<file path="config.mk">
export PLATFORM = sky130hd
export DESIGN_NAME = ps2_scan_sequencer
export DESIGN_NICKNAME = d
export VERILOG_FILES = /design/src/rtl/ps2_seq_pkg.sv /design/src/rtl/ps2_event_fifo.sv /design/src/rtl/ps2_scan_sequencer.sv
export SDC_FILE = /design/constraint.sdc
export NUM_CORES = 1
export LEC_CHECK = 0
export CAP_MARGIN = 20
export CORE_MARGIN = 2
export CORE_UTILIZATION = 60
export DETAILED_ROUTE_END_ITERATION = 8
export PLACE_DENSITY_LB_ADDON = 0.15
export SYNTH_ARGS = -nofsm -noshare
export SYNTH_HDL_FRONTEND = slang
export SYNTH_SLANG_ARGS = --single-unit
</file>
<file path="constraint.sdc">
create_clock -name clk -period 6.4 [get_ports clk]
set_input_delay 0.64 -clock clk [delete_from_list [all_inputs] [get_ports clk]]
set_output_delay 0.64 -clock clk [all_outputs]
set_load 0.02 [all_outputs]
</file>
<file path="src/rtl/ps2_seq_pkg.sv">
// rtl/ps2_seq_pkg.sv - shared types and scan-code constants for the PS/2 scan sequencer
package ps2_seq_pkg;

    typedef enum logic [1:0] {
        ST_IDLE   = 2'd0,
        ST_GOT_E0 = 2'd1,
        ST_GOT_F0 = 2'd2,
        ST_GOT_E0F0 = 2'd3
    } ps2_state_t;

    localparam logic [7:0] PS2_PREFIX_EXT = 8'hE0;
    localparam logic [7:0] PS2_PREFIX_BRK = 8'hF0;
    localparam logic [7:0] PS2_ERR_00     = 8'h00;
    localparam logic [7:0] PS2_ERR_FF     = 8'hFF;

    typedef struct packed {
        logic       ext;
        logic       brk;
        logic [7:0] code;
    } ps2_event_t;

    // Receiver error bytes carry no key information and abort any prefix
    function automatic logic is_err_code(input logic [7:0] b);
        return (b == PS2_ERR_00) || (b == PS2_ERR_FF);
    endfunction

endpackage

</file>
<file path="src/rtl/ps2_event_fifo.sv">
// rtl/ps2_event_fifo.sv - first-word-fall-through event FIFO with count and drop flag
module ps2_event_fifo #(
    parameter int DEPTH = 4,
    parameter int W     = 10
) (
    input  logic                       clk,
    input  logic                       rst_n,
    input  logic                       i_push,
    input  logic [W-1:0]               i_data,
    input  logic                       i_pop,
    output logic [W-1:0]               o_data,
    output logic                       o_valid,
    output logic [$clog2(DEPTH+1)-1:0] o_count,
    output logic                       o_full,
    output logic                       o_empty,
    output logic                       o_drop
);
    localparam int AW = $clog2(DEPTH);
    localparam int CW = $clog2(DEPTH+1);

    logic [W-1:0]  r_mem [DEPTH];
    logic [AW-1:0] r_wr_ptr;
    logic [AW-1:0] r_rd_ptr;
    logic [CW-1:0] r_count;
    logic [W-1:0]  r_hold;
    logic          w_pop;
    logic          w_wr;

    assign o_empty = (r_count == '0);
    assign o_full  = (r_count == CW'(DEPTH));
    assign w_pop   = i_pop & ~o_empty;
    // A full FIFO still accepts a push when the head leaves in the same cycle
    assign w_wr    = i_push & (~o_full | w_pop);
    assign o_drop  = i_push & o_full & ~w_pop;
    assign o_valid = ~o_empty;
    assign o_count = r_count;
    // When empty, present the last head so the outputs stay stable
    assign o_data  = o_empty ? r_hold : r_mem[r_rd_ptr];

    // Storage write, pointer advance and occupancy tracking
    always_ff @(posedge clk or negedge rst_n) begin
        if (!rst_n) begin
            for (int i = 0; i < DEPTH; i++) r_mem[i] <= '0;
            r_wr_ptr <= '0;
            r_rd_ptr <= '0;
            r_count  <= '0;
            r_hold   <= '0;
        end else begin
            if (!o_empty) r_hold <= r_mem[r_rd_ptr];
            if (w_wr) begin
                r_mem[r_wr_ptr] <= i_data;
                r_wr_ptr        <= r_wr_ptr + 1'b1;
            end
            if (w_pop) r_rd_ptr <= r_rd_ptr + 1'b1;
            case ({w_wr, w_pop})
                2'b10:   r_count <= r_count + 1'b1;
                2'b01:   r_count <= r_count - 1'b1;
                default: r_count <= r_count;
            endcase
        end
    end

endmodule

</file>
<file path="src/rtl/ps2_scan_sequencer.sv">
// rtl/ps2_scan_sequencer.sv - PS/2 byte strobe, prefix decode FSM and key event queue; optional PS2_TYPEMATIC_FILTER_EN
module ps2_scan_sequencer
    import ps2_seq_pkg::*;
#(
    parameter int DEPTH  = 4,
    parameter int CODE_W = 8
) (
    input  logic                       clk,
    input  logic                       rst,
    input  logic                       bsy,
    input  logic [CODE_W-1:0]          data_in,
    input  logic                       ev_ready,
    output logic                       ev_valid,
    output logic [CODE_W-1:0]          ev_code,
    output logic                       ev_break,
    output logic                       ev_ext,
    output logic [$clog2(DEPTH+1)-1:0] ev_count,
    output logic                       overflow
);
    localparam logic [1:0] S_IDLE    = ST_IDLE;
    localparam logic [1:0] S_GOT_E0  = ST_GOT_E0;
    localparam logic [1:0] S_GOT_F0  = ST_GOT_F0;
    localparam logic [1:0] S_GOT_E0F0 = ST_GOT_E0F0;

    logic       r_bsy_q;
    logic       r_strobe_q;
    logic [1:0] r_state;
    logic [1:0] w_next_state;
    logic       r_overflow;
    logic       w_emit;
    logic       w_ext;
    logic       w_brk;
    logic       w_filtered;
    logic       w_push;
    logic       w_drop;
    logic       w_full;
    logic       w_empty;
    logic [7:0] w_byte;
    logic       w_is_e0;
    logic       w_is_f0;
    logic       w_is_err;
    ps2_event_t w_new_ev;
    ps2_event_t w_head;

    assign w_byte   = 8'(data_in);
    assign w_is_e0  = (w_byte == PS2_PREFIX_EXT);
    assign w_is_f0  = (w_byte == PS2_PREFIX_BRK);
    assign w_is_err = is_err_code(w_byte);

    // Falling edge of bsy marks a completed byte one cycle later
    always_ff @(posedge clk or negedge rst) begin
        if (!rst) begin
            r_bsy_q    <= 1'b0;
            r_strobe_q <= 1'b0;
        end else begin
            r_bsy_q    <= bsy;
            r_strobe_q <= r_bsy_q & ~bsy;
        end
    end

    // Prefix decode: prefixes steer state, error bytes abort, plain codes emit
    always_comb begin
        w_next_state = r_state;
        w_emit       = 1'b0;
        w_ext        = 1'b0;
        w_brk        = 1'b0;
        if (r_strobe_q) begin
            if (w_is_err) begin
                w_next_state = S_IDLE;
            end else if (w_is_e0) begin
                w_next_state = S_GOT_E0;
            end else if (w_is_f0) begin
                w_next_state = (r_state == S_GOT_E0) ? S_GOT_E0F0 : S_GOT_F0;
            end else begin
                w_emit       = 1'b1;
                w_ext        = (r_state == S_GOT_E0) || (r_state == S_GOT_E0F0);
                w_brk        = (r_state == S_GOT_F0) || (r_state == S_GOT_E0F0);
                w_next_state = S_IDLE;
            end
        end
    end

    // Decoder state register
    always_ff @(posedge clk or negedge rst) begin
        if (!rst) r_state <= S_IDLE;
        else      r_state <= w_next_state;
    end

`ifdef PS2_TYPEMATIC_FILTER_EN
    logic       r_lm_valid;
    logic       r_lm_ext;
    logic [7:0] r_lm_code;
    logic       w_lm_match;

    assign w_lm_match = r_lm_valid && (r_lm_ext == w_ext) && (r_lm_code == w_byte);
    assign w_filtered = w_emit & ~w_brk & w_lm_match;

    // Remember the last make so auto-repeat copies are suppressed until release
    always_ff @(posedge clk or negedge rst) begin
        if (!rst) begin
            r_lm_valid <= 1'b0;
            r_lm_ext   <= 1'b0;
            r_lm_code  <= '0;
        end else if (w_emit && !w_filtered) begin
            if (!w_brk) begin
                r_lm_valid <= 1'b1;
                r_lm_ext   <= w_ext;
                r_lm_code  <= w_byte;
            end else if (w_lm_match) begin
                r_lm_valid <= 1'b0;
            end
        end
    end
`else
    assign w_filtered = 1'b0;
`endif

    assign w_push   = w_emit & ~w_filtered;
    assign w_new_ev = '{ext: w_ext, brk: w_brk, code: w_byte};

    ps2_event_fifo #(
        .DEPTH (DEPTH),
        .W     ($bits(ps2_event_t))
    ) u_fifo (
        .clk     (clk),
        .rst_n   (rst),
        .i_push  (w_push),
        .i_data  (w_new_ev),
        .i_pop   (ev_ready),
        .o_data  (w_head),
        .o_valid (ev_valid),
        .o_count (ev_count),
        .o_full  (w_full),
        .o_empty (w_empty),
        .o_drop  (w_drop)
    );

    // Sticky record that an event was lost to a full queue
    always_ff @(posedge clk or negedge rst) begin
        if (!rst) r_overflow <= 1'b0;
        else if (w_drop) r_overflow <= 1'b1;
    end

    assign overflow = r_overflow;
    assign ev_code  = CODE_W'(w_head.code);
    assign ev_break = w_head.brk;
    assign ev_ext   = w_head.ext;

endmodule
</file>
==> run summary <==
The run finished with clean final reports. The die covers between 5000 and 6000 sq um. The number of distinct library cell variants in the gate-level netlist after synthesis came out at 33. The floorplan row count is 25. For the pin with the worst max-slew slack, the measured transition is between 0.7 and 0.8 ns.

STA classifies the critical path startpoint as a flop. The maximum fanout along the worst path came out at 12. For this design, the CTS-stage hold fixing added 0 buffers. The number of global-route vias before repair came out at 1743.

The register-to-register path setup slack is ~4.0 ns. The highest ir drop seen on vdd is 0.000380 V. The total placed instance area is 3290 sq um. The final-report hold violation count came out at 0. The HPWL after detailed placement came out at around 3.5 mm. The worst endpoint data arrival time is roughly 2.6 ns. The total grt overflow came out at 0.

The worst setup path is captured at an output port. The tightest min-delay check is of the input port to asynchronous set/reset pin type. The final wirelength came out at approximately 5.4 mm. For this run, the register share of the synthesized area comes to between 50% and 60%. Setup repair after global routing left no endpoint under its margin.

The tool flagged a number of max-cap violations equal to 0. The number of antenna violations at the first check in global routing came out at 0. The headroom to the max-slew limit is 47.7%.

The per-instance average area after synthesis is approximately 17 sq um. The post-synthesis share of cell area spent on and, or, nand and nor gates came out at slightly above 4%. The clock tree buffer depth came out at 2.

Data on the critical path is required at its endpoint by between 5 and 6 ns. The critical path crosses 3 cells after its start point. The starting utilization of the core area is between 60% and 70%. The count of nets left with antenna violations after detail routing is 0.

The worst reg2reg path endpoint is u_fifo.o_count[2]$_DFFE_PN0P_. The first-pass GRT wire length came out at ~9.1 mm. The synthesized netlist devotes 5.32% of its cell area to compound gates. The synthesized design contains 62 register bits. The number of inserted filler cells in the final layout is a little over 300.

The clock latency on the worst-skew pair is ~0.33 ns. The post-synthesis share of cell area spent on xor and xnor gates is under 10%. The final max-slew violation count is 0. The clock sink total came out at 62.

The count of warnings emitted by yosys is 0. The largest family of logic cells by synthesized area is multiplexers. The quantity of gates resized following cts came out at 0. The critical path is of the flop to output port type.

During placement, the flow inserted port buffers numbering 26. The total negative slack for setup checks is 0 ns. From left edge to right edge, the die measures 74.3 microns.

Power comes to 1.73 mW. The commonest non-fill, non-tap cell in the layout is sky130_fd_sc_hd__dfrtp_1. In this run the worst setup path begins at u_fifo.r_rd_ptr[0]$_DFFE_PN0P_. Dividing the detail-routed via count by the number of cells gives 5.48. For this design the static power due to leakage is ~1.6 nW. In this run the critical register-to-register path is launched from u_fifo.o_count[0]$_DFFE_PN0P_.

The number of placed I/O pins is 27. The post-synthesis adder-cell area fraction came out at under 10%. For this run, the slowest stage of the critical path takes between 0.8 and 0.9 ns.

The total non-filler cell area in the finished layout came out at ~3500 sq um. Grouping stages by cell kind, the critical path spends the most delay in multiplexers. The tree is rooted in a sky130_fd_sc_hd__clkbuf_8. The TritonCTS clock tree is yes. The number of cell instances on the worst register-to-register path is 8. The number of CTS-inserted buffers is 9. Clock-pin slew was measured on the worst setup and hold paths at 0.07 ns.

The met2 routing resource usage after global routing is 38.0%. The global router's overall resource usage is a little under a quarter. The signal on the critical path passes through mux4_2 -> mux2_2 -> clkdlybuf4s50_1. The share of layout cells above drive strength 1 came out at around two fifths. The maximum clock frequency is 0.306 GHz. The number of levels the H-tree was split into came out at 3. The post-layout net count came out at 226.

In the synthesized netlist, mux cells make up 32.4% of the area. The detail-routed net length per standard cell is between 15 and 20 microns. The worst clock skew came out at 0.0103 ns. The gate count after technology mapping is about 170.

The areal power density over the cells came out at 501 nW/um^2. In the global route stage, met1 resource usage came out at slightly above 30%. 0 antenna diodes ended up in the layout.

For this run, global-route usage on met3 was measured as approximately 7.2%. The placeable core area came out at approximately 4800 sq um. The number of nets produced by synthesis is approximately 190.

In this run the most used layer during global routing was met2. Among all stages on the critical path, the largest delay is contributed by sky130_fd_sc_hd__dfrtp_1. The count of final setup violators is 0.

The placer's final routability congestion estimate is just under 0.8. In the finished design, the share of the clock period the worst path needs comes to about half. For this run, the share of the core covered by cells in the final layout is 72.7%. The detailed-router iteration count before antenna repair came out at 4. In this run, the number of DRC markers left after iteration 0 of detailed routing was 55.

The minimum period implied by the final worst setup slack is ~3.3 ns. The area of the mapped netlist is just under 3000 sq um. The die boundary height is around 74 microns. The layout overhead on the synthesized area came out at 16.6%. The via count of the routed design is between 1500 and 2000.

Entering global routing, the biggest net connects 63 pins. The number of buffers inserted by post-CTS setup repair came out at 0. The detailed-route DRC error count is 0. The worst setup path endpoint is ev_code[3]. The top cell types in the final layout, fill and taps aside, are sky130_fd_sc_hd__dfrtp_1, sky130_fd_sc_hd__mux2_4, sky130_fd_sc_hd__clkdlybuf4s50_1. The number of buffers and inverters on the critical path is 1.
[state kept, by name (all words and copies together), names as in the netlist]
signal	cells
overflow	1
r_bsy_q	1
r_state	2
r_strobe_q	1
u_fifo.o_count	3
u_fifo.r_hold	10
u_fifo.r_mem	40
u_fifo.r_rd_ptr	2
u_fifo.r_wr_ptr	2
[cell families after synthesis]
group / count (synthesis)
AO/OA/AOI/OAI: 12
XOR/XNOR: 6
adder cells (fa/ha/maj): 6
buffers and inverters: 10
flip-flops: 62
multiplexers: 62
AND/OR/NAND/NOR: 16
[layer usage]
layer / vias up / wire (microns)
li1: 711 / -
met4: 0 / 48
met5: - / 0
met2: 29 / 2610
met1: 788 / 2540
met3: 5 / 193
[worst register-to-register path: stages, from the launching register on]
cell and delay, ns:
sky130_fd_sc_hd__dfrtp_1 0.42, sky130_fd_sc_hd__or4b_1 0.65, sky130_fd_sc_hd__o211ai_2 0.16, sky130_fd_sc_hd__ha_1 0.23
sky130_fd_sc_hd__inv_1 0.07, sky130_fd_sc_hd__fa_1 0.37, sky130_fd_sc_hd__xor2_1 0.15, sky130_fd_sc_hd__nor2_1 0.11
sky130_fd_sc_hd__xor2_1 0.15
[synth_stat cells]
cell,count,area (sq um)
sky130_fd_sc_hd__mux2_1,1,11.3
sky130_fd_sc_hd__o211ai_2,1,12.5
sky130_fd_sc_hd__buf_2,1,5.00
sky130_fd_sc_hd__a21o_1,1,7.51
sky130_fd_sc_hd__dfrtp_1,62,1550
sky130_fd_sc_hd__xnor2_1,3,26.3
sky130_fd_sc_hd__or3_1,1,6.26
sky130_fd_sc_hd__ha_1,5,62.6
sky130_fd_sc_hd__o22ai_1,1,6.26
sky130_fd_sc_hd__nand2_1,2,7.51
sky130_fd_sc_hd__nor2b_1,1,6.26
sky130_fd_sc_hd__o21ai_4,4,65.1
sky130_fd_sc_hd__mux2_2,10,113
sky130_fd_sc_hd__and2_1,1,6.26
sky130_fd_sc_hd__nand4_1,1,6.26
sky130_fd_sc_hd__inv_1,6,22.5
sky130_fd_sc_hd__a32oi_4,1,27.5
sky130_fd_sc_hd__xor2_1,3,26.3
sky130_fd_sc_hd__a31oi_4,1,21.3
sky130_fd_sc_hd__fa_1,1,20.0
sky130_fd_sc_hd__and3_2,1,7.51
sky130_fd_sc_hd__nor2_1,1,3.75
sky130_fd_sc_hd__nor4_2,1,12.5
sky130_fd_sc_hd__nor4_4,1,21.3
sky130_fd_sc_hd__and3_1,4,25.0
sky130_fd_sc_hd__clkbuf_1,3,11.3
sky130_fd_sc_hd__mux2i_1,1,10.0
sky130_fd_sc_hd__or4b_1,1,10.0
sky130_fd_sc_hd__mux2_4,40,601
sky130_fd_sc_hd__nor3b_1,1,7.51
sky130_fd_sc_hd__mux4_2,10,225
sky130_fd_sc_hd__o21ai_0,2,10.0
sky130_fd_sc_hd__o21bai_1,1,7.51
[per-stage QoR]
step           cells  hold slack, ns  worst slack, ns
3_5_place_dp     264           0.470             3.06
6_report         280           0.466             3.13
2_1_floorplan    174           0.344             3.84
3_3_place_gp     264           0.457             3.14
4_1_cts          280           0.475             3.05
5_1_grt          280           0.508             2.99
[where the power goes]
part	leakage (nW)	switching, mW	internal [mW]	total (mW)
clock network	0.0817	0.139	0.151	0.290
registers	0.767	0.130	0.555	0.685
logic	0.775	0.294	0.460	0.754
total	1.62	0.563	1.17	1.73
[cell type report]
type	count	area (sq um)	area share (%)
repair buffers	27	263	7.61
inverters	6	22.5	0.652
flip-flops and latches	62	1550	44.9
well taps	67	83.8	2.43
multi-input cells	102	1370	39.7
clock inverters	1	5.00	0.145
clock buffers	15	156	4.53
[how the worst min path moves through the flow]
stage	from	end
floorplan	rst	overflow$_DFFE_PN0P_
global placement	r_bsy_q$_DFF_PN0_	r_strobe_q$_DFF_PN0_
detailed placement	overflow$_DFFE_PN0P_	overflow$_DFFE_PN0P_
CTS	rst	u_fifo.r_mem[36]$_DFFE_PN0P_
global route	u_fifo.r_hold[1]$_DFF_PN0_	u_fifo.r_hold[1]$_DFF_PN0_
finish	rst	u_fifo.r_mem[36]$_DFFE_PN0P_
Note: power is estimated with default switching activity, not from simulation.
